==> src/rtl/credit_link_slice.sv <==
// Link stage between router ports and inter-router wiring: retimes flits forward and
// credits backward, tracks downstream credits per port/VC, flags credit protocol
// violations and reports per-port link idleness.
module credit_link_slice #(
   parameter int unsigned NUM_PORTS       = 5,
   parameter int unsigned NUM_VCS         = 4,
   parameter int unsigned FLIT_DATA_WIDTH = 64,
   parameter int unsigned BUFFER_SIZE     = 64,
   parameter int unsigned PIPE_STAGES     = 1,
   parameter int unsigned IDLE_THRESHOLD  = 8,
   parameter int unsigned ERROR_STICKY    = 1,
   localparam int unsigned VC_W = (NUM_VCS > 1) ? $clog2(NUM_VCS) : 1,
   localparam int unsigned CW   = 1 + VC_W + FLIT_DATA_WIDTH,
   localparam int unsigned FW   = 1 + VC_W
) (
   input  logic                           clk,
   input  logic                           reset,
   input  logic [NUM_PORTS*CW-1:0]        channel_in_ip,
   input  logic [NUM_PORTS*FW-1:0]        flow_ctrl_out_ip,
   output logic [NUM_PORTS*CW-1:0]        channel_out_op,
   output logic [NUM_PORTS*FW-1:0]        flow_ctrl_in_op,
   output logic [NUM_PORTS*NUM_VCS-1:0]   credit_avail_op,
   output logic [NUM_PORTS-1:0]           link_idle_op,
   output logic                           error
);

   localparam int unsigned CPV     = BUFFER_SIZE / NUM_VCS;
   localparam int unsigned CNT_W   = $clog2(CPV + 1);
   localparam int unsigned IDL_W   = $clog2(IDLE_THRESHOLD + 1);
   // When NUM_VCS fills the VC field no out-of-range encoding exists.
   localparam bit          VC_FULL = (NUM_VCS == (1 << VC_W));

   // ---------------- Retiming pipelines ----------------
   if (PIPE_STAGES == 0) begin : g_pass
      assign channel_out_op  = channel_in_ip;
      assign flow_ctrl_in_op = flow_ctrl_out_ip;
   end else begin : g_pipe
      logic [NUM_PORTS*CW-1:0] ch_q [PIPE_STAGES];
      logic [NUM_PORTS*FW-1:0] fc_q [PIPE_STAGES];

      // Shift flits and credits one stage per cycle; reset flushes everything in flight.
      always_ff @(posedge clk or negedge reset) begin
         if (!reset) begin
            for (int i = 0; i < PIPE_STAGES; i++) begin
               ch_q[i] <= '0;
               fc_q[i] <= '0;
            end
         end else begin
            ch_q[0] <= channel_in_ip;
            fc_q[0] <= flow_ctrl_out_ip;
            for (int i = 1; i < PIPE_STAGES; i++) begin
               ch_q[i] <= ch_q[i-1];
               fc_q[i] <= fc_q[i-1];
            end
         end
      end

      assign channel_out_op  = ch_q[PIPE_STAGES-1];
      assign flow_ctrl_in_op = fc_q[PIPE_STAGES-1];
   end

   // ---------------- Field decode ----------------
   logic [NUM_PORTS-1:0] out_vld, crd_vld, bad_out_vc, bad_crd_vc;
   logic [VC_W-1:0]      out_vc [NUM_PORTS];
   logic [VC_W-1:0]      crd_vc [NUM_PORTS];
   logic [NUM_VCS-1:0]   dec_v  [NUM_PORTS];
   logic [NUM_VCS-1:0]   inc_v  [NUM_PORTS];

   for (genvar p = 0; p < NUM_PORTS; p++) begin : g_dec
      // Debits come from flits leaving the slice, credits from the unretimed downstream return.
      assign out_vld[p] = channel_out_op[p*CW];
      assign out_vc[p]  = channel_out_op[p*CW+1 +: VC_W];
      assign crd_vld[p] = flow_ctrl_out_ip[p*FW];
      assign crd_vc[p]  = flow_ctrl_out_ip[p*FW+1 +: VC_W];
      if (VC_FULL) begin : g_vc_ok
         assign bad_out_vc[p] = 1'b0;
         assign bad_crd_vc[p] = 1'b0;
      end else begin : g_vc_chk
         assign bad_out_vc[p] = out_vld[p] && (32'(out_vc[p]) >= NUM_VCS);
         assign bad_crd_vc[p] = crd_vld[p] && (32'(crd_vc[p]) >= NUM_VCS);
      end
      for (genvar v = 0; v < NUM_VCS; v++) begin : g_vc
         assign dec_v[p][v] = out_vld[p] && (out_vc[p] == VC_W'(v));
         assign inc_v[p][v] = crd_vld[p] && (crd_vc[p] == VC_W'(v));
      end
   end

   // ---------------- Credit counters ----------------
   logic [CNT_W-1:0] cnt_q [NUM_PORTS][NUM_VCS];
   logic [CNT_W-1:0] cnt_d [NUM_PORTS][NUM_VCS];
   logic             viol;

   // Next credit counts; out-of-range updates hold the count and raise a violation.
   always_comb begin
      viol = 1'b0;
      for (int p = 0; p < NUM_PORTS; p++) begin
         if (bad_out_vc[p] || bad_crd_vc[p]) viol = 1'b1;
         for (int v = 0; v < NUM_VCS; v++) begin
            cnt_d[p][v] = cnt_q[p][v];
            if (dec_v[p][v] && !inc_v[p][v]) begin
               if (cnt_q[p][v] == '0) viol = 1'b1;
               else                   cnt_d[p][v] = cnt_q[p][v] - 1'b1;
            end else if (inc_v[p][v] && !dec_v[p][v]) begin
               if (cnt_q[p][v] == CNT_W'(CPV)) viol = 1'b1;
               else                            cnt_d[p][v] = cnt_q[p][v] + 1'b1;
            end
         end
      end
   end

   // Register credit counts; reset restores a full downstream buffer.
   always_ff @(posedge clk or negedge reset) begin
      if (!reset) begin
         for (int p = 0; p < NUM_PORTS; p++)
            for (int v = 0; v < NUM_VCS; v++)
               cnt_q[p][v] <= CNT_W'(CPV);
      end else begin
         cnt_q <= cnt_d;
      end
   end

   for (genvar p = 0; p < NUM_PORTS; p++) begin : g_avail
      for (genvar v = 0; v < NUM_VCS; v++) begin : g_vc
         assign credit_avail_op[p*NUM_VCS+v] = (cnt_q[p][v] != '0);
      end
   end

   // ---------------- Link idle tracking ----------------
   logic [IDL_W-1:0]     idle_q [NUM_PORTS];
   logic [IDL_W-1:0]     idle_d [NUM_PORTS];
   logic [NUM_PORTS-1:0] link_idle_q;

   // Saturating count of consecutive inactive cycles per port.
   always_comb begin
      for (int p = 0; p < NUM_PORTS; p++) begin
         if (out_vld[p] || crd_vld[p])                     idle_d[p] = '0;
         else if (idle_q[p] != IDL_W'(IDLE_THRESHOLD))     idle_d[p] = idle_q[p] + 1'b1;
         else                                              idle_d[p] = idle_q[p];
      end
   end

   // Register idle counters and the idle flag derived from the next count.
   always_ff @(posedge clk or negedge reset) begin
      if (!reset) begin
         for (int p = 0; p < NUM_PORTS; p++) idle_q[p] <= '0;
         link_idle_q <= '0;
      end else begin
         for (int p = 0; p < NUM_PORTS; p++) begin
            idle_q[p]      <= idle_d[p];
            link_idle_q[p] <= (idle_d[p] == IDL_W'(IDLE_THRESHOLD));
         end
      end
   end

   assign link_idle_op = link_idle_q;

   // ---------------- Error flag ----------------
   logic err_q;

   // Sticky mode accumulates violations; pulse mode mirrors last cycle's violation.
   always_ff @(posedge clk or negedge reset) begin
      if (!reset)                 err_q <= 1'b0;
      else if (ERROR_STICKY != 0) err_q <= err_q | viol;
      else                        err_q <= viol;
   end

   assign error = err_q;

endmodule

==> config.mk <==
export PLATFORM = sky130hd
export DESIGN_NAME = credit_link_slice
export DESIGN_NICKNAME = d
export VERILOG_FILES = /design/src/rtl/credit_link_slice.sv
export SDC_FILE = /design/constraint.sdc
export NUM_CORES = 1
export LEC_CHECK = 0
export BUFFER_PORTS_ARGS = -buffer_cell sky130_fd_sc_hd__buf_2
export CAP_MARGIN = 10
export CORE_AREA = 2 2 282 284
export DETAILED_ROUTE_END_ITERATION = 10
export DIE_AREA = 0 0 284 286
export PLACE_DENSITY = 0.5
export SLEW_MARGIN = 10
export SYNTH_ARGS = -nofsm -noshare
export SYNTH_HDL_FRONTEND = slang
export SYNTH_SLANG_ARGS = --single-unit
==> constraint.sdc <==
create_clock -name clk -period 2.5 [get_ports clk]
set_input_delay 0.5 -clock clk [delete_from_list [all_inputs] [get_ports clk]]
set_output_delay 0.5 -clock clk [all_outputs]
set_load 0.05 [all_outputs]
==> flow_summary.toml, run 1 <==
[sta]
hold_viol_final = 0
holdWs_ns = 0.04433
fin_ws_ns = 0.02985
final.setup_skew_ns = 0.01686
drv_slew = 0
fmax_ghz = 0.4048
setup_viol = 0
rsz0062_at_grt = "yes"
fin_crit_sh_pct = 98.81
period_needed_ns = 2.470
tightest_slew_ns = 0.5087
relSlewSlack_pct = 66.09

[final_layout]
nFillCells = 7654
drive_gt1_share_pct = 40.60
fin_util_pct = 37.14
multiInputGateArea_sq_um = 5724
nets = 2995
final_cell_count_no_fill = 3612
seqCellArea_sq_um = 11950
area_growth_pct = 63.45
fin_area_sq_um = 29100

[setup_path]
cp_top_family = "simple AND/OR/NAND/NOR gates"
crit_path_cell_trace = "or4_4, or2_4, buf_6"
max_stage_delay_ns = 0.56
critPathMaxFanout = 3
critPathSlowestCell = "or4_4"
worst-path-buf-inv = 1
crit_path_end_kind = "output pin"
cp_data_required_time_ns = 2.00
setup.worst_path.class = "reg -> out"
cp-start-kind = "register"
worstPathArrival_ns = 1.97

[route]
drtIter0Drc = 478
wl_per_cell_um = 17.49
drc_errors = 0
num_vias = 14380
via_per_inst = 3.982
antenna_left = 0
routed_wl_mm = 63.18
first_pass_iters = 6

[synth]
yosys_warnings = 0
yosysSeqAreaShare_pct = 67.05
synth_top_area_share_pct = 64.10
syn-mean-instance-area_sq_um = 13.66
ys_ff_latch = 476
netlist_instances = 1303
synth_fp_nets = 1785
synth_cell_types = 38
synth_area_leader_cell = "dfrtp_1"
syn_area_sq_um = 17800
yosys-top-cells-area = "dfrtp_1 (64%), ha_1 (7.7%), xor2_1 (3.7%)"

[cts]
cts_buffer_depth = 3
cts-buffers-inserted = 56
clock_latency_ns = 0.60
cts.clk_slew.worst_paths_ns = 0.06
htreeDepth = 2
clock_sinks = 476
cts_root_buf = "clkbuf_16"
cts_tree = "yes"

[global_route]
grt_max_degree = 87
overflow = 0
grtUsageTotal_pct = 15.29
grt_pass1_vias = 16020
antenna_found_initial = 17
grt_first_pass_wirelength_mm = 95.50

[min_path]
hold_path.class = "in -> reg"

[floorplanning]
fp-row-count = 103
coreArea_sq_um = 78360
start_util_pct = 22.72
ios = 728
dieWidth_um = 284
die_h_um = 286
dieArea_sq_um = 81220

[placement]
place_ws_ns = -0.3221
gp_congestion = 0.9293
dpl.hpwl_mm = 48.42
port_buffers = 727
post-place-cells = 3152
place_area_sq_um = 23590

[power_and_ir_drop]
ir_drop_v = 0.0005505
p_leak_nw = 14.29
powerDensity_nw_per_um2 = 861.2

[flow_run]
maxCapViolCount = 0

[outcome]
status = "completed"
-- flip-flops by register name, summed over array words and instances, names as in the netlist --
| register | flops |
|---|---|
| channel_out_op | 335 |
| cnt_q | 100 |
| idle_q | 20 |
| flow_ctrl_in_op | 15 |
| link_idle_op | 5 |
| error | 1 |
-- routing by layer --
| metal | vias up | wire length [um] | track usage (%) |
|---|---|---|---|
| li1 | 6730 | - | - |
| met1 | 7068 | 27420 | 20.47 |
| met2 | 439 | 28490 | 23.90 |
| met3 | 122 | 5493 | 4.665 |
| met4 | 24 | 1640 | 4.289 |
| met5 | - | 142 | 0 |
-- kinds of logic (layout without fill, tap and decap cells) --
family,Yosys count,count (layout),share of synthesized area (%)
xor gates and xnor gates,110,110,5.412
other,0,3,0
and+or+nand+nor,299,299,8.989
buffers and inverters,120,1376,2.530
muxes,4,4,0.2460
DFF,476,476,67.05
adders and majority gates,130,130,9.980
AOI/OAI and AO/OA,164,164,5.791
-- cells in the mapped netlist --
cell and number:
o21a_1 40, o22a_1 1, nor4_1 10, clkbuf_1 10, or3b_2 9, dfrtp_1 456, o21ai_1 33, o211ai_2 4
mux2i_1 1, o21ai_0 36, mux2_2 3, nor3b_1 6, nand4_1 4, dfstp_2 20, and2_1 3, a21o_1 23
ha_1 110, or3_1 1, nor4b_1 5, nor2b_1 20, xor2_1 75, or2_2 18, nor3_1 56, or4_1 11
fa_1 20, nand2_1 82, a21o_2 1, inv_1 110, or2_1 14, a21oi_1 23, nor2_1 20, nor2_4 1
nand3_1 15, nand3b_1 10, xnor2_1 35, o21bai_2 2, nand2b_1 14, a211oi_1 1
-- worst paths after layout --
kind | startpoint | slack, ns | depth (start not counted) | end
min in group asynchronous | reset | 0.40 | 2 | idle_q[3]
setup / recovery | cnt_q[81] | 0.03 | 3 | credit_avail_op[3]
hold reg to reg | cnt_q[49] | 0.52 | 1 | cnt_q[49]
hold / removal | channel_in_ip[39] | 0.04 | 1 | channel_out_op[39]
setup reg to reg | channel_out_op[1] | 0.11 | 8 | error
max in group asynchronous | reset | 1.18 | 4 | channel_out_op[132]
-- cell type report --
class                   count  area share [%]
repair buffers           1162           27.19
diodes                      3         0.02580
inverters                 110           1.419
flip-flops and latches    476           41.06
clock inverters            17          0.4773
well taps                1050           4.515
clock buffers              87           5.637
multi-input cells         707           19.67
-- stage by stage --
step	TNS (ns)	total power, mW
after floorplan	-0.01030	14.14
after global placement	-0.5551	16.18
after detailed placement	-0.7996	16.35
after CTS	-0.04472	25.29
after global routing	-0.07418	26.60
final	0	25.06
-- layout by cell type (no fill, tap or decap), types with 23 or more instances in the layout --
master,instances
o21ai_1,34
nand2_1,82
buf_4,98
o21a_1,40
buf_2,716
nor3_1,52
xor2_1,75
o21ai_0,35
ha_1,93
a21o_1,23
dfrtp_1,447
inv_1,105
a21oi_1,23
xnor2_1,35
dlygate4sd3_1,328
clkbuf_16,58
-- power by group --
| part | switching [mW] | leakage (nW) | internal [mW] |
|---|---|---|---|
| combinational | 4.15 | 7.79 | 3.21 |
| clock | 3.29 | 0.875 | 4.61 |
| sequential | 0.882 | 5.62 | 8.92 |
-- what timing repair did --
action,CTS,global route
gates resized for setup,36,35
endpoints found under the setup margin,14,27
pin swaps,1,22
hold buffers,328,0
endpoints found under the hold margin,353,0
setup buffers,19,6
(Power assumes the default switching activity.)
==> inputs of run 2 (changes only) <==
--- a/config.mk
+++ b/config.mk
@@ -11,6 +11,7 @@
 export DETAILED_ROUTE_END_ITERATION = 10
 export DIE_AREA = 0 0 284 286
 export PLACE_DENSITY = 0.5
+export REMOVE_ABC_BUFFERS = 1
 export SLEW_MARGIN = 10
 export SYNTH_ARGS = -nofsm -noshare
 export SYNTH_HDL_FRONTEND = slang
==> flow_summary.toml, run 2 (synthesized netlist as in run 1, its figures left out) <==
[outcome]
status = "completed"

[final_layout]
final_cell_mix = "buf_2 (716), dfrtp_1 (453), dlygate4sd3_1 (319)"
drive_gt1_share_pct = 42.08
area_growth_pct = 65.79
largest_register_ffs = 335
nets = 3039
nFillCells = 7683
fin_area_sq_um = 29510
final_cell_count_no_fill = 3655
final_common_cell = "buf_2"
fin_util_pct = 37.67

[floorplanning]
ios = 728
fp-row-count = 103
dieArea_sq_um = 81220
start_util_pct = 22.72
dieWidth_um = 284
coreArea_sq_um = 78360
die_h_um = 286

[power_and_ir_drop]
seqPwrFrac_pct = 37.7
power_mw = 26.04
p_sw_share_pct = 32.59
combPwrFrac_pct = 29.1
powerDensity_nw_per_um2 = 882.3
p_leak_nw = 14.60
p_sw_mw = 8.488
clock_power_share_pct = 33.2
ir_drop_v = 0.0005278
internal_power_mw = 17.55

[global_route]
antenna_found_initial = 15
grt_pass1_vias = 16200
grtUsageMet1_pct = 20.10
met2_usage_pct = 26.22
overflow = 0
grt_first_pass_wirelength_mm = 101.7
grt_util_met3_pct = 7.783
grtUsageTotal_pct = 16.70
busiest_layer = "met2"
grt_max_degree = 61

[sta]
relSlewSlack_pct = 57.04
holdWs_ns = 0.04217
fin_crit_sh_pct = 97.81
tightest_slew_ns = 0.6444
hold_viol_final = 0
rsz0062_at_grt = "yes"
drv_slew = 0
period_needed_ns = 2.445
fmax_ghz = 0.4090
tns_ns = 0
final.setup_skew_ns = 0.02045
fin_ws_ns = 0.05485
setup_viol = 0

[setup_path]
worstPathArrival_ns = 1.95
cp-start-kind = "register"
cp_data_required_time_ns = 2.00
critPathMaxFanout = 2
setup.worst_path.class = "reg -> out"
crit_path_end_kind = "output pin"

[cts]
cts.clk_slew.worst_paths_ns = 0.06
clock_latency_ns = 0.61
cts_buffer_depth = 3
cts-buffers-inserted = 54
cts_root_buf = "clkbuf_16"
cts_tree = "yes"
htreeDepth = 2
clock_sinks = 476

[placement]
port_buffers = 727
place_area_sq_um = 23790
post-place-cells = 3200
place_ws_ns = -0.3397
gp_congestion = 0.9487
dpl.hpwl_mm = 54.47

[route]
first_pass_iters = 4
wl_per_cell_um = 19.01
drtIter0Drc = 680
via_per_inst = 3.996
drc_errors = 0
num_vias = 14610
routed_wl_mm = 69.50
antenna_left = 0

[min_path]
hold_path.class = "in -> reg"

[flow_run]
maxCapViolCount = 0
## run 2: cell types whose count changed in the layout (fill, tap and decap cells not counted), moves of 3 or more
cell / delta
dfrtp_1: +6
dlygate4sd3_1: -9
buf_4: +53
buf_6: +5
bufinv_16: +8
clkbuf_1: -13
clkbuf_16: -3
ha_4: -4
dfrtp_2: -6
## run 2: timing repair
item                                   in CTS  in global routing
gates resized for setup                    36                 59
setup endpoints to repair                  17                 28
hold buffers                              319                  0
pin swaps                                   0                 25
buffers inserted                           19                 14
endpoints found under the hold margin     361                  0
## run 2: path summary, 6_finish.rpt
check,cells after the start,to,from,slack (ns)
min in group asynchronous,2,channel_out_op[220],reset,0.50
worst min-delay path,1,channel_out_op[59],channel_in_ip[59],0.04
worst max-delay path,3,credit_avail_op[2],cnt_q[86],0.05
worst max register to register,12,cnt_q[54],channel_out_op[134],0.11
worst min register to register,1,cnt_q[14],cnt_q[14],0.52
max in group asynchronous,3,cnt_q[39],reset,1.24
## run 2: area by class of cell
cell class                 count  area, sq um  share of cell area, %
tap                         1050         1314                  4.451
clock buffer                  73         1544                  5.231
sequential                   476        11940                  40.46
multi-input combinational    707         5668                  19.20
antenna                        5        12.51                0.04239
inverter                     110        412.9                  1.399
clock inverter                26        395.4                  1.340
timing repair buffer        1208         8227                  27.87
## run 2: worst max-delay path, cell delays in order (launching register included)
cell	delay (ns)
dfrtp_1	0.39
or4_4	0.55
or2_4	0.25
buf_8	0.15
## run 2: power by group through the flow
| stage | sequential (mW) | combinational (mW) | clock (mW) |
|---|---|---|---|
| 2_1_floorplan | 10.8 | 3.30 | 0 |
| 3_3_place_gp | 9.93 | 6.38 | 0 |
| 3_5_place_dp | 9.96 | 6.57 | 0 |
| 4_1_cts | 9.80 | 7.47 | 8.89 |
| 5_1_grt | 9.96 | 8.35 | 9.22 |
| 6_report | 9.82 | 7.59 | 8.63 |
## run 2: metal layers
layer	up-vias	part of all wire (%)
li1	6813	-
met4	14	3.5
met1	7178	40
met2	473	46
met3	127	10
met5	-	0.13
==> inputs of run 3 (changes only) <==
--- a/config.mk
+++ b/config.mk
@@ -6,11 +6,11 @@
 export NUM_CORES = 1
 export LEC_CHECK = 0
 export BUFFER_PORTS_ARGS = -buffer_cell sky130_fd_sc_hd__buf_2
-export CAP_MARGIN = 10
-export CORE_AREA = 2 2 282 284
+export CAP_MARGIN = 0
+export CORE_AREA = 2 2 286 288
 export DETAILED_ROUTE_END_ITERATION = 10
-export DIE_AREA = 0 0 284 286
-export PLACE_DENSITY = 0.5
+export DIE_AREA = 0 0 288 290
+export PLACE_DENSITY = 0.48
 export REMOVE_ABC_BUFFERS = 1
 export SLEW_MARGIN = 10
 export SYNTH_ARGS = -nofsm -noshare
==> constraint.sdc (replaced) <==
create_clock -name clk -period 2.3 [get_ports clk]
set_input_delay 0.46 -clock clk [delete_from_list [all_inputs] [get_ports clk]]
set_output_delay 0.46 -clock clk [all_outputs]
set_load 0.05 [all_outputs]
==> flow_summary.toml, run 3 (synthesized netlist as in run 1, its figures left out) <==
[sta]
drv_slew = 0
hold_viol_final = 0
setup_viol = 10
rsz0062_at_grt = "yes"
holdWs_ns = 0.01793
fin_crit_sh_pct = 105.4
fin_ws_ns = -0.1236
final.setup_skew_ns = 0.02181
period_needed_ns = 2.424
fmax_ghz = 0.4126
tightest_slew_ns = 0.4863
relSlewSlack_pct = 67.58

[setup_path]
cp_top_family = "simple AND/OR/NAND/NOR gates"
worstPathArrival_ns = 1.96
crit_path_end_kind = "output pin"
cp-start-kind = "register"
cp_data_required_time_ns = 1.84
critPathMaxFanout = 2
crit_path_cell_trace = "or4_4, or2_4, buf_8"
worst-path-buf-inv = 1
r2r_slack_ns = 0.02
critPathSlowestCell = "or4_4"
setup.worst_path.class = "reg -> out"
max_stage_delay_ns = 0.55

[cts]
cts_buffer_depth = 3
cts_tree = "yes"
cts.clk_slew.worst_paths_ns = 0.06
htreeDepth = 2
cts-buffers-inserted = 56
clock_latency_ns = 0.60
cts_root_buf = "clkbuf_16"
clock_sinks = 476

[final_layout]
fin_area_sq_um = 30830
final_common_cell = "buf_2"
nFillCells = 7738
largest_register_ffs = 335
drive_gt1_share_pct = 46.50
area_growth_pct = 73.16
final_cell_mix = "buf_2 (714), dfrtp_1 (450), dlygate4sd3_1 (330)"
nets = 3134

[power_and_ir_drop]
power_mw = 28.90
powerDensity_nw_per_um2 = 937.6
p_leak_nw = 15.09
ir_drop_v = 0.0005893

[outcome]
violations = "negative setup slack"
status = "finished with violations"

[global_route]
grt_first_pass_wirelength_mm = 102.2
antenna_found_initial = 10
overflow = 0
grt_max_degree = 89
grt_pass1_vias = 16750
grtUsageTotal_pct = 16.17

[min_path]
hold_path.class = "in -> reg"

[route]
routed_wl_mm = 69.05
antenna_left = 0
wl_per_cell_um = 18.37
drc_errors = 0
via_per_inst = 4.011
num_vias = 15080
drtIter0Drc = 537
first_pass_iters = 4

[placement]
dpl.hpwl_mm = 52.37
gp_congestion = 0.9359
port_buffers = 727
place_area_sq_um = 24250

[floorplanning]
fp-row-count = 104
dieWidth_um = 288
die_h_um = 290
ios = 728
start_util_pct = 22.21
dieArea_sq_um = 83520
coreArea_sq_um = 80160

[flow_run]
maxCapViolCount = 0
==> run 3: cell count changes in the layout (fill, tap and decap cells not counted), sizes merged <==
cell	delta
clkbuf	+8
diode	-3
buf	+81
clkinvlp	+1
clkinv	+1
dlygate4sd3	+11
bufinv	-5
==> run 3: layer usage <==
metal / vias up / GRT usage (%) / wire length, um
met5: - / 0 / 45
met3: 102 / 5.354 / 5289
met2: 454 / 26.15 / 32840
met1: 7504 / 20.26 / 28770
met4: 8 / 5.282 / 2099
li1: 7008 / - / -
==> run 3: power by group <==
| group | internal (mW) | switching [mW] |
|---|---|---|
| sequential | 9.70 | 1.11 |
| combinational | 4.19 | 4.79 |
| clock | 5.39 | 3.72 |
==> run 3: area by class of cell <==
class | instances | area, sq um | area share (%)
flip-flops and latches | 476 | 11940 | 38.75
repair buffers | 1301 | 9057 | 29.38
multi-input cells | 707 | 6180 | 20.05
clock buffers | 80 | 1634 | 5.301
well taps | 1060 | 1326 | 4.302
inverters | 110 | 425.4 | 1.380
clock inverters | 23 | 254.0 | 0.8240
diodes | 2 | 5.005 | 0.01624
==> run 3: what timing repair did <==
action | CTS | global route
resized for setup | 134 | 97
hold endpoints to repair | 352 | 0
setup buffers | 32 | 26
pin swaps | 51 | 77
endpoints found under the setup margin | 42 | 41
hold buffers | 330 | 0
==> run 3: final timing paths <==
| path | depth (start not counted) | to | from |
|---|---|---|---|
| setup reg to reg | 9 | error | channel_out_op[68] |
| max in group asynchronous | 4 | cnt_q[39] | reset |
| hold reg to reg | 1 | cnt_q[4] | cnt_q[4] |
| min in group asynchronous | 2 | channel_out_op[111] | reset |
| hold / removal | 1 | channel_out_op[61] | channel_in_ip[61] |
| setup / recovery | 3 | credit_avail_op[1] | cnt_q[91] |
==> run 3: metrics by stage <==
step           worst slack (ns)  util (%)  TNS, ns  instances
2_1_floorplan           -0.4613         -   -6.138       1293
3_3_place_gp            -0.4367     30.25   -6.229       3268
3_5_place_dp            -0.4223     30.25   -7.085       3268
4_1_cts                 -0.1750     37.62   -1.553       3731
5_1_grt                 -0.1853     38.45   -2.266       3758
6_report                -0.1236     38.46  -0.9084       3759
==> run 3: worst register-to-register path, stage by stage, from the launching register on <==
cell and delay (ns):
dfrtp_1 0.37, or3b_4 0.42, inv_4 0.07, ha_4 0.13
buf_4 0.13, xor2_1 0.09, o211ai_2 0.07, nand4_1 0.11
or3_1 0.37, or4_1 0.40
